`src/rtl/mult_ctrl.sv`:
```
// EX-stage sequential multiplier: owns HI/LO, runs MULT/MULTU as a
// WIDTH-cycle shift-add on one adder, serves MFHI/MFLO/MTHI/MTLO.
module mult_ctrl #(
    parameter int WIDTH = 32
) (
    input  logic             clk,
    input  logic             rst_n,
    input  logic             start,
    input  logic             signed_op,
    input  logic [WIDTH-1:0] a,
    input  logic [WIDTH-1:0] b,
    input  logic             flush,
    input  logic             mfhi,
    input  logic             mflo,
    input  logic             mthi,
    input  logic             mtlo,
    input  logic [WIDTH-1:0] wdata,
    output logic [WIDTH-1:0] rdata,
    output logic             busy,
    output logic             stall,
    output logic             done
);

    localparam int CW = (WIDTH > 1) ? $clog2(WIDTH) : 1;

    typedef enum logic [1:0] {
        IDLE,
        RUN,
        FIX
    } state_t;

    state_t             state;
    logic [WIDTH-1:0]   hi;
    logic [WIDTH-1:0]   lo;
    logic [WIDTH-1:0]   mag_a;
    logic [WIDTH-1:0]   mag_b;
    logic               neg;
    logic [CW-1:0]      count;
    logic [2*WIDTH-1:0] acc;
    logic               done_q;

    logic [WIDTH-1:0]   abs_a;
    logic [WIDTH-1:0]   abs_b;
    logic [2*WIDTH-1:0] addend;
    logic [2*WIDTH-1:0] sum;
    logic [2*WIDTH-1:0] prod;
    logic               last;

    // Negating the most-negative value yields 2^(W-1) as an unsigned magnitude.
    assign abs_a  = (signed_op && a[WIDTH-1]) ? (~a + 1'b1) : a;
    assign abs_b  = (signed_op && b[WIDTH-1]) ? (~b + 1'b1) : b;

    assign addend = {{WIDTH{1'b0}}, mag_a} << count;
    assign sum    = acc + addend;
    assign prod   = neg ? (~acc + 1'b1) : acc;
    assign last   = (count == CW'(WIDTH - 1));

    assign busy   = (state != IDLE);
    assign stall  = busy & (start | mfhi | mflo | mthi | mtlo);
    assign rdata  = mfhi ? hi : lo;
    assign done   = done_q;

    always_ff @(posedge clk or negedge rst_n) begin
        if (!rst_n) begin
            state  <= IDLE;
            hi     <= '0;
            lo     <= '0;
            mag_a  <= '0;
            mag_b  <= '0;
            neg    <= 1'b0;
            count  <= '0;
            acc    <= '0;
            done_q <= 1'b0;
        end else begin
            done_q <= 1'b0;
            case (state)
                IDLE: begin
                    if (!flush) begin
                        if (mthi) hi <= wdata;
                        if (mtlo) lo <= wdata;
                        if (start) begin
                            mag_a <= abs_a;
                            mag_b <= abs_b;
                            neg   <= signed_op & (a[WIDTH-1] ^ b[WIDTH-1]);
                            acc   <= '0;
                            count <= '0;
                            state <= RUN;
                        end
                    end
                end
                RUN: begin
                    if (flush) begin
                        count <= '0;
                        state <= IDLE;
                    end else begin
                        if (mag_b[count]) acc <= sum;
                        if (last) begin
                            count <= '0;
                            state <= FIX;
                        end else begin
                            count <= count + 1'b1;
                        end
                    end
                end
                FIX: begin
                    state <= IDLE;
                    if (!flush) begin
                        {hi, lo} <= prod;
                        done_q   <= 1'b1;
                    end
                end
                default: state <= IDLE;
            endcase
        end
    end

endmodule

```
`config.mk`:
```
export PLATFORM = sky130hd
export DESIGN_NAME = mult_ctrl
export DESIGN_NICKNAME = d
export VERILOG_FILES = /design/src/rtl/mult_ctrl.sv
export SDC_FILE = /design/constraint.sdc
export NUM_CORES = 1
export LEC_CHECK = 0
export CAP_MARGIN = 20
export CELL_PAD_IN_SITES_DETAIL_PLACEMENT = 0
export CELL_PAD_IN_SITES_GLOBAL_PLACEMENT = 1
export CORE_UTILIZATION = 30
export DETAILED_ROUTE_END_ITERATION = 8
export GPL_TIMING_DRIVEN = 0
export HOLD_SLACK_MARGIN = 0.06
export PLACE_DENSITY_LB_ADDON = 0.15
export REMOVE_ABC_BUFFERS = 1
export SETUP_SLACK_MARGIN = 0.1
export SLEW_MARGIN = 20
export SYNTH_ARGS = -nofsm -noshare
export SYNTH_HDL_FRONTEND = slang
export SYNTH_SLANG_ARGS = --single-unit
```
`constraint.sdc`:
```
create_clock -name clk -period 5.48 [get_ports clk]
set_input_delay 1.096 -clock clk [delete_from_list [all_inputs] [get_ports clk]]
set_output_delay 1.096 -clock clk [all_outputs]
set_load 0.02 [all_outputs]
```
==> Word level (Yosys, flattened, before mapping) <==
Index checks and enable logic that the tools add are counted.
{ "totals": {"output_inout_bits": 35, "ff_bits": 201, "in_bits": 105, "wordCells": 81} }
{ "classes": {"reduce_logical": 12, "eq_ne": 11, "order_cmp": 1, "add_sub_neg": 5, "bitwise_logic": 11, "shifts": 1, "mux": 31} }
{ "op_table": {"columns": ["cell", "n"], "rows": [
  ["64-bit two-way mux", 5],
  ["32-bit two-way mux", 9],
  ["32-bit one-hot mux with 2 select lines", 2],
  ["64-bit one-hot mux with 2 select lines", 1],
  ["32-bit by 1-bit adder with 32-bit output (second input constant)", 2],
  ["64-bit by 1-bit adder with 64-bit output (second input constant)", 1],
  ["64-bit adder", 1],
  ["32-bit NOT", 2],
  ["64-bit NOT", 1],
  ["32-bit by 5-bit << shifter with 64-bit output", 1],
  ["5-bit two-way mux", 4],
  ["2-bit != test (second input constant)", 7],
  ["5-bit one-hot mux with 2 select lines", 1],
  ["3-bit AND reduction", 3],
  ["2-bit two-way mux", 4],
  ["4-bit AND reduction", 2],
  ["5-bit by 6-bit < comparator with 1-bit output (second input constant)", 1],
  ["2-bit nonzero test", 3],
  ["5-bit by 1-bit adder with 5-bit output (second input constant)", 1],
  ["1-bit binary-select mux with 5-bit select", 1],
  ["5-bit == test (second input constant)", 1],
  ["5-bit AND reduction", 1],
  ["1-bit OR", 4],
  ["2-bit one-hot mux with 2 select lines", 1],
  ["9 further kinds", 13]
]} }

==> Longest topological paths before layout <==
Gate-level depths: netlist (run 1).
{ "logic_depth": {"depth_word": 5, "mapped_depth": 22, "mapped_depth_nobuf": 19} }

==> Worst setup path before layout (run 1) <==
Ideal clock, no wire load.
{ "synth_timing": {"path_type": "register to register", "start": "reg count[0]", "end": "reg acc[52]", "stages_incl_launch_ff": 22, "setup_slack_ps": 844, "setup_ps": 131, "t_arrival_ps": 4505, "n_path_buf": 5, "required_time_ps": 5349, "synth_period_minus_slack_ps": 4636, "path_cell_list": "dfrtp_1 -> buf_2 -> buf_2 -> buf_2 -> clkbuf_1 -> mux2i_1 -> a21oi_1 -> a21oi_1 -> mux2_2 -> nor2_1 -> ha_1 -> clkbuf_1 -> a21o_1 -> o21bai_1 -> a21oi_1 -> o221ai_1 -> o21bai_1 -> a221oi_2 -> o21ai_1 -> a21oi_2 -> nor4b_1 -> or3_1"} }
{ "synth_via": {"elab_chain_len": 5, "elab_cells_between_ends": 9, "cone_classes": "add/sub (1); eq/ne (1); shift (1); mux (5); reduce/logical (1)"} }
{ "synth_lines": {"columns": ["element", "line", "source"], "rows": [
  ["from (decl)", "38", "logic [CW-1:0] count;"],
  ["from (signal assigned)", "101", "count <= count + 1'b1;"],
  ["32-bit by 5-bit << shifter with 64-bit output", "53", "assign addend = {{WIDTH{1'b0}}, mag_a} << count;"],
  ["64-bit adder", "54", "assign sum = acc + addend;"],
  ["64-bit two-way mux", "96", "if (mag_b[count]) acc <= sum;"],
  ["64-bit two-way mux", "92", "if (flush) begin"],
  ["64-bit one-hot mux with 2 select lines", "76", "case (state)"],
  ["to (signal assigned)", "96", null],
  ["to (decl)", "39", "logic [2*WIDTH-1:0] acc;"]
]} }
Parallel ways exist; a longest one is shown, timed or not. The select of a mux whose other input is x is not followed.
A chain may end at the register's enable or synchronous reset.

==> Worst setup path in the final report (run 1) <==
{ "layout_timing": {"start": "reg count[0]", "end": "reg acc[63]"} }
Same word-level chain as after synthesis.

==> results of run 1 <==
Yosys cell counts (27+ instances only):
master,count,area (sq um)
clkbuf_1,98,367.9
o31ai_1,90,675.7
nor2_1,195,732.0
a21o_1,39,292.8
nand2_1,319,1197
mux2i_1,52,520.5
nand3_1,30,150.1
mux4_2,27,608.1
o21ai_0,163,815.8
xnor2_1,101,884.6
mux2_2,56,630.6
ha_1,68,850.8
dfrtp_1,201,5030
a21oi_1,123,615.6
nor3_1,32,160.2
xor2_1,75,656.9
inv_1,33,123.9
layout make-up:
class                      count  area share [%]
inverter                      34          0.6306
sequential                   201           24.92
clock inverter                12          0.9274
timing repair buffer         161           9.521
tap                          748           4.625
multi-input combinational   1684           55.67
clock buffer                  34           3.710
stage by stage:
stage	total power, mW	setup TNS [ps]	utilization (%)	instances
after detailed placement	5.577	-95.30	34.82	2827
after global routing	7.969	0	36.66	2874
final	7.446	0	36.66	2874
after global placement	5.506	-1624110	33.72	2806
after CTS	7.519	0	36.55	2873
after floorplan	4.361	-72470	-	1919
logic make-up after synthesis:
| kind of cell | count (synthesis) | share of synthesized area [%] |
|---|---|---|
| AOI/OAI and AO/OA | 581 | 22.04 |
| xor gates and xnor gates | 176 | 9.186 |
| adders and majority gates | 69 | 5.189 |
| buffers and inverters | 160 | 3.698 |
| DFF | 201 | 29.97 |
| muxes | 135 | 10.48 |
| and+or+nand+nor | 723 | 19.43 |
routing by layer:
layer,vias up,wire [um],track usage (%)
met3,59,2740,2.517
met4,0,1147,4.584
li1,7490,-,-
met5,-,0,0
met2,314,25990,32.97
met1,7211,26420,27.13
worst paths after layout:
| path | end | slack [ps] | depth (start not counted) |
|---|---|---|---|
| min in group clk | hi[21] | 470 | 2 |
| min | hi[24] | 450 | 1 |
| max | acc[63] | 250 | 18 |
| max reg2reg | acc[63] | 250 | 18 |
| min reg2reg | hi[21] | 470 | 2 |
| max in group asynchronous | neg | 4180 | 2 |
power breakdown:
part | switching [mW] | leakage, nW | total [mW] | internal (mW)
combinational | 1.96 | 5.23 | 3.38 | 1.43
clock | 0.729 | 0.456 | 1.88 | 1.15
sequential | 0.404 | 2.58 | 2.18 | 1.78
total | 3.09 | 8.26 | 7.45 | 4.36
sequential cells by signal (all words and copies together), names as in the netlist:
signal and count:
acc 64, hi 32, done 1, count 5, mag_b 32, state 2, lo 32, neg 1
mag_a 32
timing repair:
| item | CTS | global route |
|---|---|---|
| setup endpoints to repair | 3 | 17 |
| pin swaps | 0 | 2 |
| buffers inserted | 0 | 1 |
| hold endpoints to repair | 0 | 0 |
| gates resized for setup | 3 | 14 |
worst max-delay path, cell delays in order (launching register included):
cell      delay (ps)
dfrtp_4          450
buf_16           270
mux2_2           400
o21a_1           200
mux2i_1          340
mux2i_1          200
nand2_1          160
o21ai_0          230
ha_1             520
and4_1           360
nand3_1          200
nor2b_2          310
nand2_1          130
o21ai_1          340
nor4_2           100
o21bai_2         260
a31oi_1          170
or3_1            370
nand3_1           80
==> results.md, run 1 <==
* Status: completed
* Fin nets at 2282
* YS warnings at 0
* First-pass GRT wire length at 88020 um
* Synth Flop Type: dfrtp_1
* Commonest non-fill, non-tap cell in the layout: nand2_1
* Initial antenna violation count at 1
* Clock skew at 33.85 ps
* Async SR Flop Fraction at 100.0%
* Gate Count Post-Synth at 2045
* Clk buf depth at 3
* Design Area, Final at 20240 sq um
* Number of iterations in the first detailed-routing pass at 5
* Starting density of the core at 30.40%
* Mean Syn Cell Area at 8.206 sq um
* Sequential Area at 5042 sq um
* Share of layout cells above drive strength 1 at 9.548%
* Setup Viol. Count Final at 0
* Clk pin slew, worst setup/hold paths at 60 ps
* Pin count of the biggest net entering global routing at 87
* WL final at 56290 um
* Hold Crit Class: in2async
* Worst Tran Pin Value at 790.4 ps
* Place WS at -95.30 ps
* WL/cell at 19.59 um
* Core area at 55200 sq um
* Most frequent cells in the layout: nand2_1, dfrtp_1, nor2_1, o21ai_0, clkdlybuf4s50_1
* Chip width at 238.5 um
* Arr. time, crit path at 5720 ps
* Sink Count at 201
* Sequential cell area fraction in the yosys report at 29.97%
* Critical path fanouts, max at 51
* Highest Clock Rate at 191.2 MHz
* Cts hold-fix bufs at 0
* Cts bufs inserted at 26
* Synthesized flop and latch total at 201
* Worst flop-to-flop path startpoint: count[0]
* Vias per cell at 5.245
* # DRC at 0
* Slew margin rel. at 47.25%
* Mapped cell area at 16780 sq um
* Vias at 15070
* EDFF count, synth at 0
* WS Path Type: reg2reg
* WHS at 452.0 ps
* Final ANT Viol Nets at 0
* Max-slew violations at 0
* Layout area overhead at 20.59%
* Input/output buffers at 139
* Endpoint kind of the worst setup timing path: register
* Clk_lat worst skew at 580 ps
* Row count at 86
* Full die area at 56890 sq um
* CTS tree: built
* PwrDens at 368.0 nW/um^2
* CP Launch Type: register
* Worst vdd ir at 0.2392 mV
* Tmin final at 5230 ps
* Dpl cell area at 19220 sq um
* Count of cell types in the netlist at 79
* I/O pin count at 140
* CTS H-tree lvls at 1
* Worst path required time at 5970 ps
* Total congestion overflow at 0
* Tcrit/Tclk final at 95.43%
* Antenna fix cells at 0
* Leakage power at 8.263 nW
* Setup WS post-layout at 250.4 ps
* DP Wirelength at 44410 um
* Multi-input gate area at 11270 sq um
* Final-report hold violation count at 0
* Max Cap Violations at 0
* Fill count at 5759
* Final GP Congestion at 0.8600
* Launch point of the worst path: count[0]
* Drt first-iter violations at 863
* Die Ht at 238.5 um
* GRT Util Overall at 19.78%
* RSZ-0062 raised after global routing: true
* Clk root buf: clkbuf_16
* Vias in the first global route at 15090
Power figures use the tool's default switching activity.
==> inputs of run 2 (changes only) <==
==> constraint.sdc (replaced) <==
create_clock -name clk -period 5.48 [get_ports clk]
set_input_delay 0.548 -clock clk [delete_from_list [all_inputs] [get_ports clk]]
set_output_delay 0.548 -clock clk [all_outputs]
set_load 0.02 [all_outputs]
==> run 2 against run 1 <==
Effect of this change: non-clock buffer count rose by 1; sequential power barely moved; largest cell class unchanged; final area barely moved; die area did not move; largest power group unchanged; final cell count barely moved; critical path depth did not move; combinational power barely moved; worst setup slack got worse by 3.6 ps; power barely moved; first-iteration DRC count fell by 2.3%; sequential share of layout area barely moved.
==> results.md, run 2 (same netlist as run 1, synthesis figures left out) <==
* CTS H-tree lvls at 1 (unchanged)
* Number of iterations in the first detailed-routing pass at 5 (unchanged)
* Most frequent cells in the layout: nand2_1, dfrtp_1, nor2_1, o21ai_0, clkdlybuf4s50_1 (unchanged)
* Antenna fix cells at 0 (unchanged)
* Max Cap Violations at 0 (unchanged)
* Vias in the first global route at 15090 (unchanged)
* Layout area overhead at 20.65% (was 20.59%)
* Clk pin slew, worst setup/hold paths at 60 ps (about the same)
* Starting density of the core at 30.40% (unchanged)
* R2R Path End: acc[63] (unchanged)
* Setup WS post-layout at 246.8 ps (was 250.4 ps)
* Vias at 15060 (was 15070)
* Power, Total at 7.447 mW (was 7.446 mW)
* Pin count of the biggest net entering global routing at 87 (unchanged)
* Drt first-iter violations at 843 (was 863)
* Commonest non-fill, non-tap cell in the layout: nand2_1 (unchanged)
* Final ANT Viol Nets at 0 (unchanged)
* # DRC at 0 (unchanged)
* Arr. time, crit path at 5720 ps (about the same)
* Biggest register: acc (unchanged)
* Max reg flops at 64 (unchanged)
* I/O pin count at 140 (unchanged)
* Design Area, Final at 20250 sq um (was 20240 sq um)
* Worst path cell trace: buf_16 -> mux2_2 -> o21a_1 -> mux2i_1 -> mux2i_1 -> nand2_1 -> o21ai_0 -> ha_1 -> and4_1 -> nand3_1 -> nor2b_2 -> nand2_1 -> o21ai_1 -> nor4_2 -> o21bai_2 -> a31oi_1 -> or3_1 -> nand3_1 (unchanged)
* Clk_lat worst skew at 580 ps (about the same)
* First-pass GRT wire length at 88020 um (unchanged)
* Dpl cell area at 19220 sq um (unchanged)
* R2R cell count at 18 (unchanged)
* RSZ-0062 raised after global routing: true (unchanged)
* Clock skew at 33.49 ps (was 33.85 ps)
* Status: completed (unchanged)
* PwrDens at 367.8 nW/um^2 (was 368.0 nW/um^2)
* Row count at 86 (unchanged)
* Hold Path Sink: hi[14]
* WL/cell at 19.60 um (was 19.59 um)
* DP Wirelength at 44410 um (unchanged)
* Die Ht at 238.5 um (unchanged)
* Endpoint kind of the worst setup timing path: register (unchanged)
* CP Buf/Inv Count at 1 (unchanged)
* Clk buf depth at 3 (unchanged)
* Place WS at -95.30 ps (unchanged)
* Hold_sp: hi[14]
* Full die area at 56890 sq um (unchanged)
* Clk root buf: clkbuf_16 (unchanged)
* TNS Setup at 0 ps (unchanged)
* Core area at 55200 sq um (unchanged)
* Vias per cell at 5.237 (was 5.245)
* Crit-path leading delay family: simple AND/OR/NAND/NOR gates (unchanged)
* Reg2reg setup slack at 250 ps (about the same)
* CP max-delay cell: ha_1 (unchanged)
* Hold Crit Depth at 2
* Leakage power at 8.267 nW (was 8.263 nW)
* Worst Tran Pin Value at 789.0 ps (was 790.4 ps)
* WL final at 56350 um (was 56290 um)
* Tmin final at 5233 ps (was 5230 ps)
* Hold Crit Class: reg2reg (was in2async)
* Cts bufs inserted at 26 (unchanged)
* Worst path depth at 18 (unchanged)
* Worst vdd ir at 0.2369 mV (was 0.2392 mV)
* Fin nets at 2283 (was 2282)
* Max-slew violations at 0 (unchanged)
* Worst path required time at 5960 ps (was 5970 ps)
* Worst flop-to-flop path startpoint: count[0] (unchanged)
* Initial antenna violation count at 1 (unchanged)
* Slew margin rel. at 47.34% (was 47.25%)
* GRT Util Overall at 19.78% (unchanged)
* Total congestion overflow at 0 (unchanged)
* Tcrit/Tclk final at 95.50% (was 95.43%)
* CP Launch Type: register (unchanged)
* Input/output buffers at 139 (unchanged)
* CTS tree: built (unchanged)
* Final GP Congestion at 0.8600 (unchanged)
* Critical path fanouts, max at 51 (unchanged)
* Sink Count at 201 (unchanged)
* Highest Clock Rate at 191.1 MHz (was 191.2 MHz)
* WS Path Type: reg2reg (unchanged)
* Share of layout cells above drive strength 1 at 9.544% (was 9.548%)
* Crit path largest cell delay at 520 ps (about the same)
* Chip width at 238.5 um (unchanged)
* Setup Viol. Count Final at 0 (unchanged)
* Final-report hold violation count at 0 (unchanged)
[run 2: cell count changes in the layout (fill, tap and decap cells not counted), sizes merged]
cell,delta
dlygate4sd3,+1
[run 2: how the worst max path moves through the flow]
stage,startpoint,endpoint
2_1_floorplan,count[0],acc[2]
3_3_place_gp,count[0],acc[3]
3_5_place_dp,count[0],acc[63]
4_1_cts,count[0],acc[63]
5_1_grt,count[0],acc[42]
6_report,count[0],acc[63]
[run 2: where the power goes]
group / switching [mW] / internal [mW] / total, mW
logic: 1.96 / 1.43 / 3.38
registers: 0.404 / 1.78 / 2.18
clock network: 0.728 / 1.15 / 1.88
[run 2: area by class of cell]
| class | count | area [sq um] |
|---|---|---|
| Fill cell | 5758 | 34950 |
| Multi-Input combinational cell | 1684 | 11270 |
| Sequential cell | 201 | 5042 |
| Timing Repair Buffer | 162 | 1937 |
| Tap cell | 748 | 935.9 |
| Clock buffer | 34 | 750.7 |
| Clock inverter | 12 | 187.7 |
| Inverter | 34 | 127.6 |
[run 2: through the flow]
stage	hold slack (ps)	util, %	instances
2_1_floorplan	252.4	-	1919
3_3_place_gp	453.5	33.72	2806
3_5_place_dp	459.8	34.82	2827
4_1_cts	474.2	36.57	2874
5_1_grt	486.2	36.68	2875
6_report	468.2	36.68	2875
[run 2: repair_timing]
item,CTS,global route
hold buffers,1,0
pin swaps,0,2
endpoints found under the hold margin,57,0
setup endpoints to repair,3,17
gates resized for setup,3,14
setup buffers,0,1
[run 2: worst register-to-register path, delay by kind of cell, from the launching register on]
family / cells / cell delay, ps
AO/OA/AOI/OAI: 5 / 1210
AND/OR/NAND/NOR: 8 / 1740
buffers and inverters: 1 / 270
multiplexers: 3 / 990
adder cells (fa/ha/maj): 1 / 520
flip-flops: 1 / 450
[run 2: per-layer routing]
layer	vias to the layer above	part of all wire, %	wire (um)	track usage (%)
li1	7498	-	-	-
met1	7204	48	26770	27.13
met2	296	46	25970	32.97
met3	58	4.3	2417	2.517
met4	0	2.1	1191	4.584
met5	-	0	0	0
==> inputs of run 3 (changes only) <==
--- a/config.mk
+++ b/config.mk
@@ -15,7 +15,8 @@
 export PLACE_DENSITY_LB_ADDON = 0.15
 export REMOVE_ABC_BUFFERS = 1
 export SETUP_SLACK_MARGIN = 0.1
-export SLEW_MARGIN = 20
+export SKIP_CTS_REPAIR_TIMING = 1
+export SLEW_MARGIN = 0
 export SYNTH_ARGS = -nofsm -noshare
 export SYNTH_HDL_FRONTEND = slang
 export SYNTH_SLANG_ARGS = --single-unit
==> run 3 against run 2 <==
Effect of this change: utilization decreased by 0.16 points; combinational power about the same; via count decreased by 0.31%; global-route usage decreased by 0.079 points; largest power group unchanged; critical endpoint unchanged; worst setup slack improved by 67 ps; highest routed layer unchanged; register-to-register slack improved by 70 ps; sequential cell count unchanged.
==> results.md, run 3 (same netlist as run 1, synthesis figures left out) <==
* Setup Viol. Count Final at 0 (unchanged)
* Worst path required time at 5970 ps (was 5960 ps)
* Clk buf depth at 3 (unchanged)
* Fill count at 5772 (was 5758)
* Non-Filler Instances at 2878 (was 2875)
* CTS tree: built (unchanged)
* Final GP Congestion at 0.8600 (unchanged)
* Vias per cell at 5.215 (was 5.237)
* Core area at 55200 sq um (unchanged)
* Worst vdd ir at 0.1993 mV (was 0.2369 mV)
* Max Cap Violations at 0 (unchanged)
* Cts bufs inserted at 26 (unchanged)
* First-pass GRT wire length at 87880 um (was 88020 um)
* Final-report hold violation count at 0 (unchanged)
* Post-Place Cells at 2822 (was 2827)
* Antenna fix cells at 0 (unchanged)
* GRT Util Overall at 19.70% (was 19.78%)
* PwrDens at 370.6 nW/um^2 (was 367.8 nW/um^2)
* Fin nets at 2285 (was 2283)
* Most frequent cells in the layout: nand2_1, dfrtp_1, nor2_1, o21ai_0, clkdlybuf4s50_1 (unchanged)
* Status: completed (unchanged)
* Tmin final at 5167 ps (was 5233 ps)
* WL final at 56360 um (was 56350 um)
* Clk root buf: clkbuf_16 (unchanged)
* Vias in the first global route at 15090 (about the same)
* WL/cell at 19.58 um (was 19.60 um)
* Hold Crit Class: reg2reg (unchanged)
* Tcrit/Tclk final at 94.28% (was 95.50%)
* I/O pin count at 140 (unchanged)
* Highest Clock Rate at 193.5 MHz (was 191.1 MHz)
* Starting density of the core at 30.40% (unchanged)
* CTS H-tree lvls at 1 (unchanged)
* Vias at 15010 (was 15060)
* Worst Tran Pin Value at 893.5 ps (was 789.0 ps)
* Slew margin rel. at 40.43% (was 47.34%)
* Leakage power at 8.236 nW (was 8.267 nW)
* Chip width at 238.5 um (unchanged)
* Max-slew violations at 0 (unchanged)
* Row count at 86 (unchanged)
* DP Wirelength at 44330 um (was 44410 um)
* Final ANT Viol Nets at 0 (unchanged)
* Share of layout cells above drive strength 1 at 9.531% (was 9.544%)
* # DRC at 0 (unchanged)
* Clk_lat worst skew at 570 ps (was 580 ps)
* Endpoint kind of the worst setup timing path: register (unchanged)
* Drt first-iter violations at 854 (was 843)
* Initial antenna violation count at 0 (was 1)
* WS Path Type: reg2reg (unchanged)
* Sink Count at 201 (unchanged)
* Arr. time, crit path at 5650 ps (was 5720 ps)
* CP Launch Type: register (unchanged)
* Input/output buffers at 139 (unchanged)
* Clock skew at 22.22 ps (was 33.49 ps)
* Max reg flops at 64 (unchanged)
* Number of iterations in the first detailed-routing pass at 5 (unchanged)
* Critical path fanouts, max at 41 (was 51)
* Commonest non-fill, non-tap cell in the layout: nand2_1 (unchanged)
* Die Ht at 238.5 um (unchanged)
* Biggest register: acc (unchanged)
* Pin count of the biggest net entering global routing at 87 (unchanged)
* Clk pin slew, worst setup/hold paths at 60 ps (about the same)
* Full die area at 56890 sq um (unchanged)
* RSZ-0062 raised after global routing: false (was true)
* Total congestion overflow at 0 (unchanged)
* WHS at 468.0 ps (was 468.2 ps)
* Layout area overhead at 20.13% (was 20.65%)
[run 3: final timing paths]
path,depth (start not counted),to,from,slack [ps]
setup reg to reg,18,acc[63],count[0],310
setup / recovery,18,acc[63],count[0],310
hold / removal,2,hi[21],hi[21],470
max in group asynchronous,3,count[1],rst_n,4110
hold reg to reg,2,hi[21],hi[21],470
min in group asynchronous,2,hi[24],rst_n,510
[run 3: worst max-delay path, stage by stage, from the launching register on]
cell and delay [ps]:
dfrtp_4 490, buf_12 250, mux2_2 380, o21a_1 210
mux2i_2 290, mux2i_1 180, nand2_1 170, o21ai_0 210
ha_1 490, and4_1 350, nand3_1 190, nor2b_2 310
nand2_1 130, o21ai_1 410, nor4_4 90, o21bai_2 260
a31oi_1 180, or3_1 370, nand3_1 80
[run 3: stage by stage]
step / utilization [%] / TNS, ps / power (mW) / instance area [sq um] / setup WS (ps)
2_1_floorplan: - / -72470 / 4.361 / 16290 / -2040
6_report: 36.52 / 0 / 7.471 / 20160 / 313.3
3_5_place_dp: 34.49 / -1099 / 5.551 / 19040 / -294.1
3_3_place_gp: 33.72 / -1487020 / 5.506 / 18620 / -8755
4_1_cts: 36.21 / -1448 / 7.516 / 19990 / -343.1
5_1_grt: 36.52 / 0 / 7.999 / 20160 / 97.47
[run 3: metal layers]
metal / share of wire [%] / track usage (%)
met1: 49 / 27.37
met2: 45 / 32.32
met3: 3.4 / 2.067
met4: 2.5 / 5.497
met5: 0 / 0
[run 3: where the power goes]
part           total [mW]  switching [mW]  internal (mW)
Sequential           2.18           0.397           1.78
Combinational        3.37            1.96           1.41
Clock                1.92           0.726           1.19
[run 3: final cells by class]
cell class | count | area (sq um) | share of cell area (%)
clock inverter | 15 | 246.5 | 1.223
clock buffer | 32 | 703.2 | 3.488
sequential | 201 | 5041 | 25.01
multi-input combinational | 1684 | 11270 | 55.90
timing repair buffer | 164 | 1832 | 9.086
tap | 748 | 935.9 | 4.643
inverter | 34 | 131.4 | 0.6517
